`config.mk`:
```
export PLATFORM = sky130hd
export DESIGN_NAME = keypad_scan_flat
export DESIGN_NICKNAME = d
export VERILOG_FILES = /design/src/rtl/keypad_scan_if.sv /design/src/rtl/keypad_scan.sv /design/src/flat_wrapper.sv
export SDC_FILE = /design/constraint.sdc
export NUM_CORES = 1
export LEC_CHECK = 0
export CAP_MARGIN = 30
export CORE_AREA = 4 4 88 90
export CTS_CLUSTER_DIAMETER = 120
export CTS_CLUSTER_SIZE = 28
export DETAILED_ROUTE_END_ITERATION = 10
export DIE_AREA = 0 0 92 94
export GPL_ROUTABILITY_DRIVEN = 0
export RECOVER_POWER = 50
export SLEW_MARGIN = 10
export SYNTH_ARGS = -nofsm -noshare
export SYNTH_HDL_FRONTEND = slang
export SYNTH_SLANG_ARGS = --single-unit
```
`constraint.sdc`:
```
create_clock -name clk -period 9.7 [get_ports clk]
set_input_delay 1.94 -clock clk [delete_from_list [all_inputs] [get_ports clk]]
set_output_delay 1.94 -clock clk [all_outputs]
set_load 0.03 [all_outputs]
```
`src/rtl/keypad_scan_if.sv`:
```
// Signal bundle between the 4x3 keypad scanner and its keypad and consumers.
// The master side is the scanner; the slave side is the keypad and watch.
interface keypad_scan_if;
  logic [3:0] key_row;
  logic [2:0] key_col;
  logic [9:0] num_input;
  logic       set_time;
  logic [3:0] key_code;
  logic       key_valid;

  modport master (
    input  key_row,
    output key_col, num_input, set_time, key_code, key_valid
  );

  modport slave (
    output key_row,
    input  key_col, num_input, set_time, key_code, key_valid
  );
endinterface

```
`src/rtl/keypad_scan.sv`:
```
// 4x3 matrix keypad scanner with frame-based debounce; produces the
// watch digit and '#' levels plus a key_code and a one-cycle key_valid strobe.
module keypad_scan #(
  parameter int unsigned SCAN_DIV        = 2,
  parameter int unsigned DEBOUNCE_FRAMES = 5
) (
  input logic           clk,
  input logic           rst,
  keypad_scan_if.master kp
);

  localparam int unsigned DIV_W  = (SCAN_DIV > 1) ? $clog2(SCAN_DIV) : 1;
  localparam int unsigned CNT_W  = $clog2(DEBOUNCE_FRAMES + 1);
  localparam logic [3:0]  NO_KEY = 4'd15;

  typedef enum logic [1:0] {COL0, COL1, COL2} col_t;

  col_t             col_idx, col_next;
  logic [DIV_W-1:0] div_cnt;
  logic             sample;
  logic [11:0]      bitmap;
  logic             frame_done;
  logic [3:0]       raw;
  logic [3:0]       hits;
  logic [3:0]       candidate, next_cand;
  logic [CNT_W-1:0] stable_cnt, next_cnt;
  logic             accept;
  logic [3:0]       accepted;
  logic [9:0]       num_next;

  // Bitmap layout: bit index = col*4 + row.
  function automatic logic [3:0] key_map(input logic [3:0] idx);
    case (idx)
      4'd0:    key_map = 4'd1;
      4'd1:    key_map = 4'd4;
      4'd2:    key_map = 4'd7;
      4'd3:    key_map = 4'd10;
      4'd4:    key_map = 4'd2;
      4'd5:    key_map = 4'd5;
      4'd6:    key_map = 4'd8;
      4'd7:    key_map = 4'd0;
      4'd8:    key_map = 4'd3;
      4'd9:    key_map = 4'd6;
      4'd10:   key_map = 4'd9;
      4'd11:   key_map = 4'd11;
      default: key_map = NO_KEY;
    endcase
  endfunction

  // Column scan state machine
  always_ff @(posedge clk or posedge rst) begin
    if (rst) begin
      col_idx    <= COL0;
      kp.key_col <= 3'b001;
    end else begin
      col_idx    <= col_next;
      kp.key_col <= 3'b001 << col_next;
    end
  end

  always_comb begin
    sample   = (div_cnt == DIV_W'(SCAN_DIV - 1));
    col_next = col_idx;
    if (sample) begin
      case (col_idx)
        COL0:    col_next = COL1;
        COL1:    col_next = COL2;
        default: col_next = COL0;
      endcase
    end
  end

  // Rows are sampled only in the last cycle of each column slot.
  always_ff @(posedge clk or posedge rst) begin
    if (rst) begin
      div_cnt    <= '0;
      bitmap     <= '0;
      frame_done <= 1'b0;
    end else begin
      div_cnt    <= sample ? '0 : div_cnt + 1'b1;
      frame_done <= sample && (col_idx == COL2);
      if (sample) begin
        case (col_idx)
          COL0:    bitmap[3:0]  <= kp.key_row;
          COL1:    bitmap[7:4]  <= kp.key_row;
          default: bitmap[11:8] <= kp.key_row;
        endcase
      end
    end
  end

  // Exactly one closed switch decodes to a key; none or several is NO_KEY.
  always_comb begin
    raw  = NO_KEY;
    hits = '0;
    for (int unsigned i = 0; i < 12; i++) begin
      if (bitmap[i]) begin
        hits = hits + 4'd1;
        raw  = key_map(4'(i));
      end
    end
    if (hits != 4'd1) raw = NO_KEY;
  end

  always_comb begin
    next_cand = candidate;
    next_cnt  = stable_cnt;
    accept    = 1'b0;
    if (frame_done) begin
      if (raw != candidate) begin
        next_cand = raw;
        next_cnt  = CNT_W'(1);
      end else if (stable_cnt != CNT_W'(DEBOUNCE_FRAMES)) begin
        next_cnt = stable_cnt + 1'b1;
      end
      accept = (next_cnt == CNT_W'(DEBOUNCE_FRAMES)) && (next_cand != accepted);
    end
  end

  always_comb begin
    num_next = '0;
    for (int unsigned k = 0; k < 10; k++) begin
      if (next_cand == 4'(k)) num_next[k] = 1'b1;
    end
  end

  always_ff @(posedge clk or posedge rst) begin
    if (rst) begin
      candidate    <= NO_KEY;
      stable_cnt   <= '0;
      accepted     <= NO_KEY;
      kp.num_input <= '0;
      kp.set_time  <= 1'b0;
      kp.key_valid <= 1'b0;
    end else begin
      candidate    <= next_cand;
      stable_cnt   <= next_cnt;
      kp.key_valid <= accept && (next_cand != NO_KEY);
      if (accept) begin
        accepted     <= next_cand;
        kp.num_input <= num_next;
        kp.set_time  <= (next_cand == 4'd11);
      end
    end
  end

  assign kp.key_code = accepted;

endmodule

```
`src/flat_wrapper.sv`:
```
// flat-port wrapper written by rule: the top's interface ports become plain ports
module keypad_scan_flat 
#(
  parameter int unsigned SCAN_DIV        = 2,
  parameter int unsigned DEBOUNCE_FRAMES = 5
)
  (clk, rst, kp_key_row, kp_key_col, kp_num_input, kp_set_time, kp_key_code, kp_key_valid);
  keypad_scan_if kp_i ();
  input logic clk;
  input logic rst;
  input wire logic [$bits(kp_i.key_row)-1:0] kp_key_row;
  output wire logic [$bits(kp_i.key_col)-1:0] kp_key_col;
  output wire logic [$bits(kp_i.num_input)-1:0] kp_num_input;
  output wire logic [$bits(kp_i.set_time)-1:0] kp_set_time;
  output wire logic [$bits(kp_i.key_code)-1:0] kp_key_code;
  output wire logic [$bits(kp_i.key_valid)-1:0] kp_key_valid;
  assign kp_i.key_row = kp_key_row;
  assign kp_key_col = kp_i.key_col;
  assign kp_num_input = kp_i.num_input;
  assign kp_set_time = kp_i.set_time;
  assign kp_key_code = kp_i.key_code;
  assign kp_key_valid = kp_i.key_valid;
  keypad_scan #(.SCAN_DIV(SCAN_DIV), .DEBOUNCE_FRAMES(DEBOUNCE_FRAMES)) u_core (.clk(clk), .rst(rst), .kp(kp_i));
endmodule
```
==> results by group <==
Routing
  • DRT iter0 DRCs: 71
  • DR DRC count: 0
  • Routed length per instance: 13.7 um
  • Routed vias/inst: 5.19
  • DRT Wirelength: 6040 um
  • Pre-antenna DRT Iters: 4
  • Vias: 2283
  • Antenna-violating nets left: 0

Floorplanning
  • Die Span Y: 94 um
  • Initial core utilization: 44.5%
  • FP Rows: 31
  • Core area: 0.00706 sq mm
  • Num ports: 25
  • Die X: 92 um
  • Die area: 0.00865 sq mm

Synthesis
  • Simple-Gate Fraction of Synth Area: 18.0%
  • Mux share of post-synthesis cell area: 11.4%
  • Compound-Gate Fraction of Synth Area: 14.6%
  • Largest family of logic cells by synthesized area: simple AND/OR/NAND/NOR gates
  • Top FF cell, synth: dfrtp_1
  • Netlist Area Pre-Place: 0.00314 sq mm
  • XOR/XNOR share of the synthesized area: 11.8%
  • Gate Count Post-Synth: 320
  • Top post-synthesis cells by area: dfrtp_1, dfstp_2, mux2_2, ha_1, nand2_1
  • Synth Area in Adders: 5.58%
  • Async SR Flop Fraction: 100%
  • Synth Net Count: 340
  • Syn Area/Cell: 9.82 sq um
  • Post-synth top area share: 26.3%
  • Post-synth EDFFs: 0
  • Unique masters post-synth: 60
  • Synth warn: 0
  • FF+latch count, synth: 42
  • Synth area leader: dfrtp_1
  • Register area share after synthesis: 33.8%

STA
  • Slew headroom: -44.4%
  • Tmin final: 8580 ps
  • Fin. max-slew vios: 43
  • Max Clk Rate: 0.117 GHz
  • Finish-stage setup viols: 0
  • Count of final hold-check violations: 0
  • Setup Skew: 7.43 ps
  • Fin Setup TNS: 0 ps
  • Worst slew pin tran: 2170 ps
  • RSZ-0062 raised after global routing: no
  • WHS: 497 ps
  • Final worst-path cycle share: 88.5%

Setup path
  • Most frequent cell on the critical path: ha_1
  • Slowest-stage cell, CP: o21ai_4
  • Critical path type: reg2reg
  • CP Launch Type: register
  • Crit path max fanout: 16
  • Worst EP arrival: 8760 ps
  • RR Endpoint: u_core.kp.num_input[6]$_DFFE_PP0P_
  • CP endpoint kind: register
  • R2R cell count: 37
  • Reg2reg setup slack: 1120 ps
  • Slowest stage delay, CP: 530 ps
  • Req. time, crit path: 9880 ps
  • FF-to-FF Start: u_core.bitmap[0]$_DFFE_PP0P_

Pwr
  • Sw frac: 39.4%
  • Logic pwr share: 51.6%
  • Reg power frac: 28.7%
  • Clock share of power: 19.7%
  • Leakage dissipation: 1.57 nW
  • Switch Pwr: 329 uW
  • Worst ir drop on vdd: 0.128 mV
  • Internal: 506 uW
  • Ratio of total power to cell area: 234 mW/mm^2

Global routing
  • Largest net degree at the start of global routing: 43
  • Initial antenna violation count: 0
  • First-pass GRT wire length: 10500 um
  • Overflow after GRT: 0
  • Number of global-route vias before repair: 2260
  • Gr usage total: 15.0%

Hold path
  • Worst hold path type: reg2reg
  • Hold EP: u_core.frame_done$_DFF_PP0_
  • Min-delay src: u_core.col_idx[0]$_DFF_PP0_
  • Hold Path Cell Cnt: 1

Finish
  • FILL cells: 678
  • Ratio of cells with drive above 1 in the final layout: 21.1%
  • Diodes inserted: 0
  • Area grow syn2layout: 13.7%
  • Finished Cell Area: 0.00357 sq mm
  • Nets@finish: 360
  • Most common cell after layout, fill and taps aside: nand2_1
  • Most frequent cells in the layout: nand2_1, dfrtp_1, nor2_1

Clocking
  • Clk slew on worst S/H paths: 80 ps
  • CTS resizes: 0
  • CTS HTree Levels: 2
  • Clock Path Buffers: 2
  • Setup bufs post-CTS: 0
  • Clk root buf: clkbuf_8
  • Total CTS buffers: 5
  • Hold Buf Count CTS: 0
  • CTS tree: done
  • Clk Latency, worst-skew pair: 290 ps
  • Clk sinks: 42

Status
  • Failing checks: capacitance limit, slew limit
  • Status: complete, but fails checks

Placed design
  • I/O Buffers: 24
  • Total placed instance area: 0.00344 sq mm
  • Final HPWL DP: 4530 um

Run
  • Max-cap viol count: 1
## sequential cells by signal, indices dropped and copies added, names as in the netlist
| signal | cells |
|---|---|
| u_core.bitmap | 12 |
| u_core.kp.num_input | 10 |
| u_core.candidate | 4 |
| u_core.kp.key_code | 4 |
| u_core.kp.key_col | 3 |
| u_core.stable_cnt | 3 |
| u_core.col_idx | 2 |
| u_core.div_cnt | 1 |
| u_core.frame_done | 1 |
| u_core.kp.key_valid | 1 |
| u_core.kp.set_time | 1 |
## cell type report
cell class              instances  area (sq um)  share of cell area [%]
clock buffers                   5          68.8                    1.93
inverters                      18          67.6                    1.89
multi-input cells             247          1930                    54.0
well taps                      99           124                    3.47
repair buffers                 26           251                    7.04
clock inverters                 3          68.8                    1.93
flip-flops and latches         42          1060                    29.7
## kinds of logic (layout without fill, tap and decap cells)
logic type      count (synthesis)  in the layout
flops                          42             42
fa+ha+maj                      14             14
mux                            29             29
compound gates                 60             60
simple gates                  114            114
xor+xnor                       30             30
buf+inv                        31             52
## worst max path at each step
stage	endpoint	slack [ps]	cells past startpoint	start
3_5_place_dp	u_core.kp.num_input[6]$_DFFE_PP0P_	1080	37	u_core.bitmap[0]$_DFFE_PP0P_
3_3_place_gp	u_core.kp.num_input[8]$_DFFE_PP0P_	1360	37	u_core.bitmap[0]$_DFFE_PP0P_
5_1_grt	u_core.kp.num_input[7]$_DFFE_PP0P_	330	37	u_core.bitmap[0]$_DFFE_PP0P_
2_1_floorplan	u_core.kp.num_input[0]$_DFFE_PP0P_	2160	39	u_core.bitmap[0]$_DFFE_PP0P_
6_report	u_core.kp.num_input[6]$_DFFE_PP0P_	1120	37	u_core.bitmap[0]$_DFFE_PP0P_
4_1_cts	u_core.kp.num_input[6]$_DFFE_PP0P_	1060	37	u_core.bitmap[0]$_DFFE_PP0P_
## per-layer routing
layer / wire (um) / global-route usage (%) / vias up
li1: - / - / 1160
met1: 2870 / 19.7 / 1088
met2: 2940 / 25.2 / 29
met3: 156 / 2.72 / 6
met4: 78 / 4.46 / 0
met5: 0 / 0 / -
## power by group through the flow
stage	combinational (mW)	clock (mW)	sequential, mW
after floorplan	0.334	0	0.259
after global placement	0.426	0	0.242
after detailed placement	0.430	0	0.243
after CTS	0.434	0.171	0.240
after global routing	0.482	0.177	0.245
final	0.431	0.165	0.240
## cells in the mapped netlist, types with 3 or more instances
library cell / number
dfrtp_1: 33
nand3b_1: 4
nand2_1: 38
buf_6: 3
ha_1: 14
inv_1: 17
nor2_1: 29
a31o_2: 3
a41oi_2: 4
nor4bb_1: 3
a31oi_1: 3
clkbuf_1: 6
nand3_1: 7
mux2_4: 9
xnor2_1: 12
nor3_1: 7
dfstp_2: 9
or2_2: 5
xor2_1: 8
mux2_2: 17
xor2_2: 3
o31ai_1: 4
nor2b_1: 4
o21ai_0: 15
nand2b_1: 6
xnor2_2: 3
a21oi_1: 10
## metrics by stage
step | setup slack, ps | cells | utilization, % | power (mW)
6_report | 1120 | 440 | 50.6 | 0.835
5_1_grt | 332 | 440 | 50.6 | 0.905
4_1_cts | 1060 | 440 | 50.7 | 0.845
3_5_place_dp | 1080 | 432 | 48.7 | 0.673
3_3_place_gp | 1360 | 432 | 48.7 | 0.668
2_1_floorplan | 2160 | 320 | - | 0.593
## critical path: cells and delay by family (launching register included)
kind | cells | cell delay (ps)
fa+ha+maj | 10 | 2870
xor+xnor | 1 | 310
simple gates | 10 | 1400
buf+inv | 4 | 320
mux | 3 | 970
compound gates | 9 | 2200
flops | 1 | 390
Note: power is estimated with default switching activity, not from simulation.
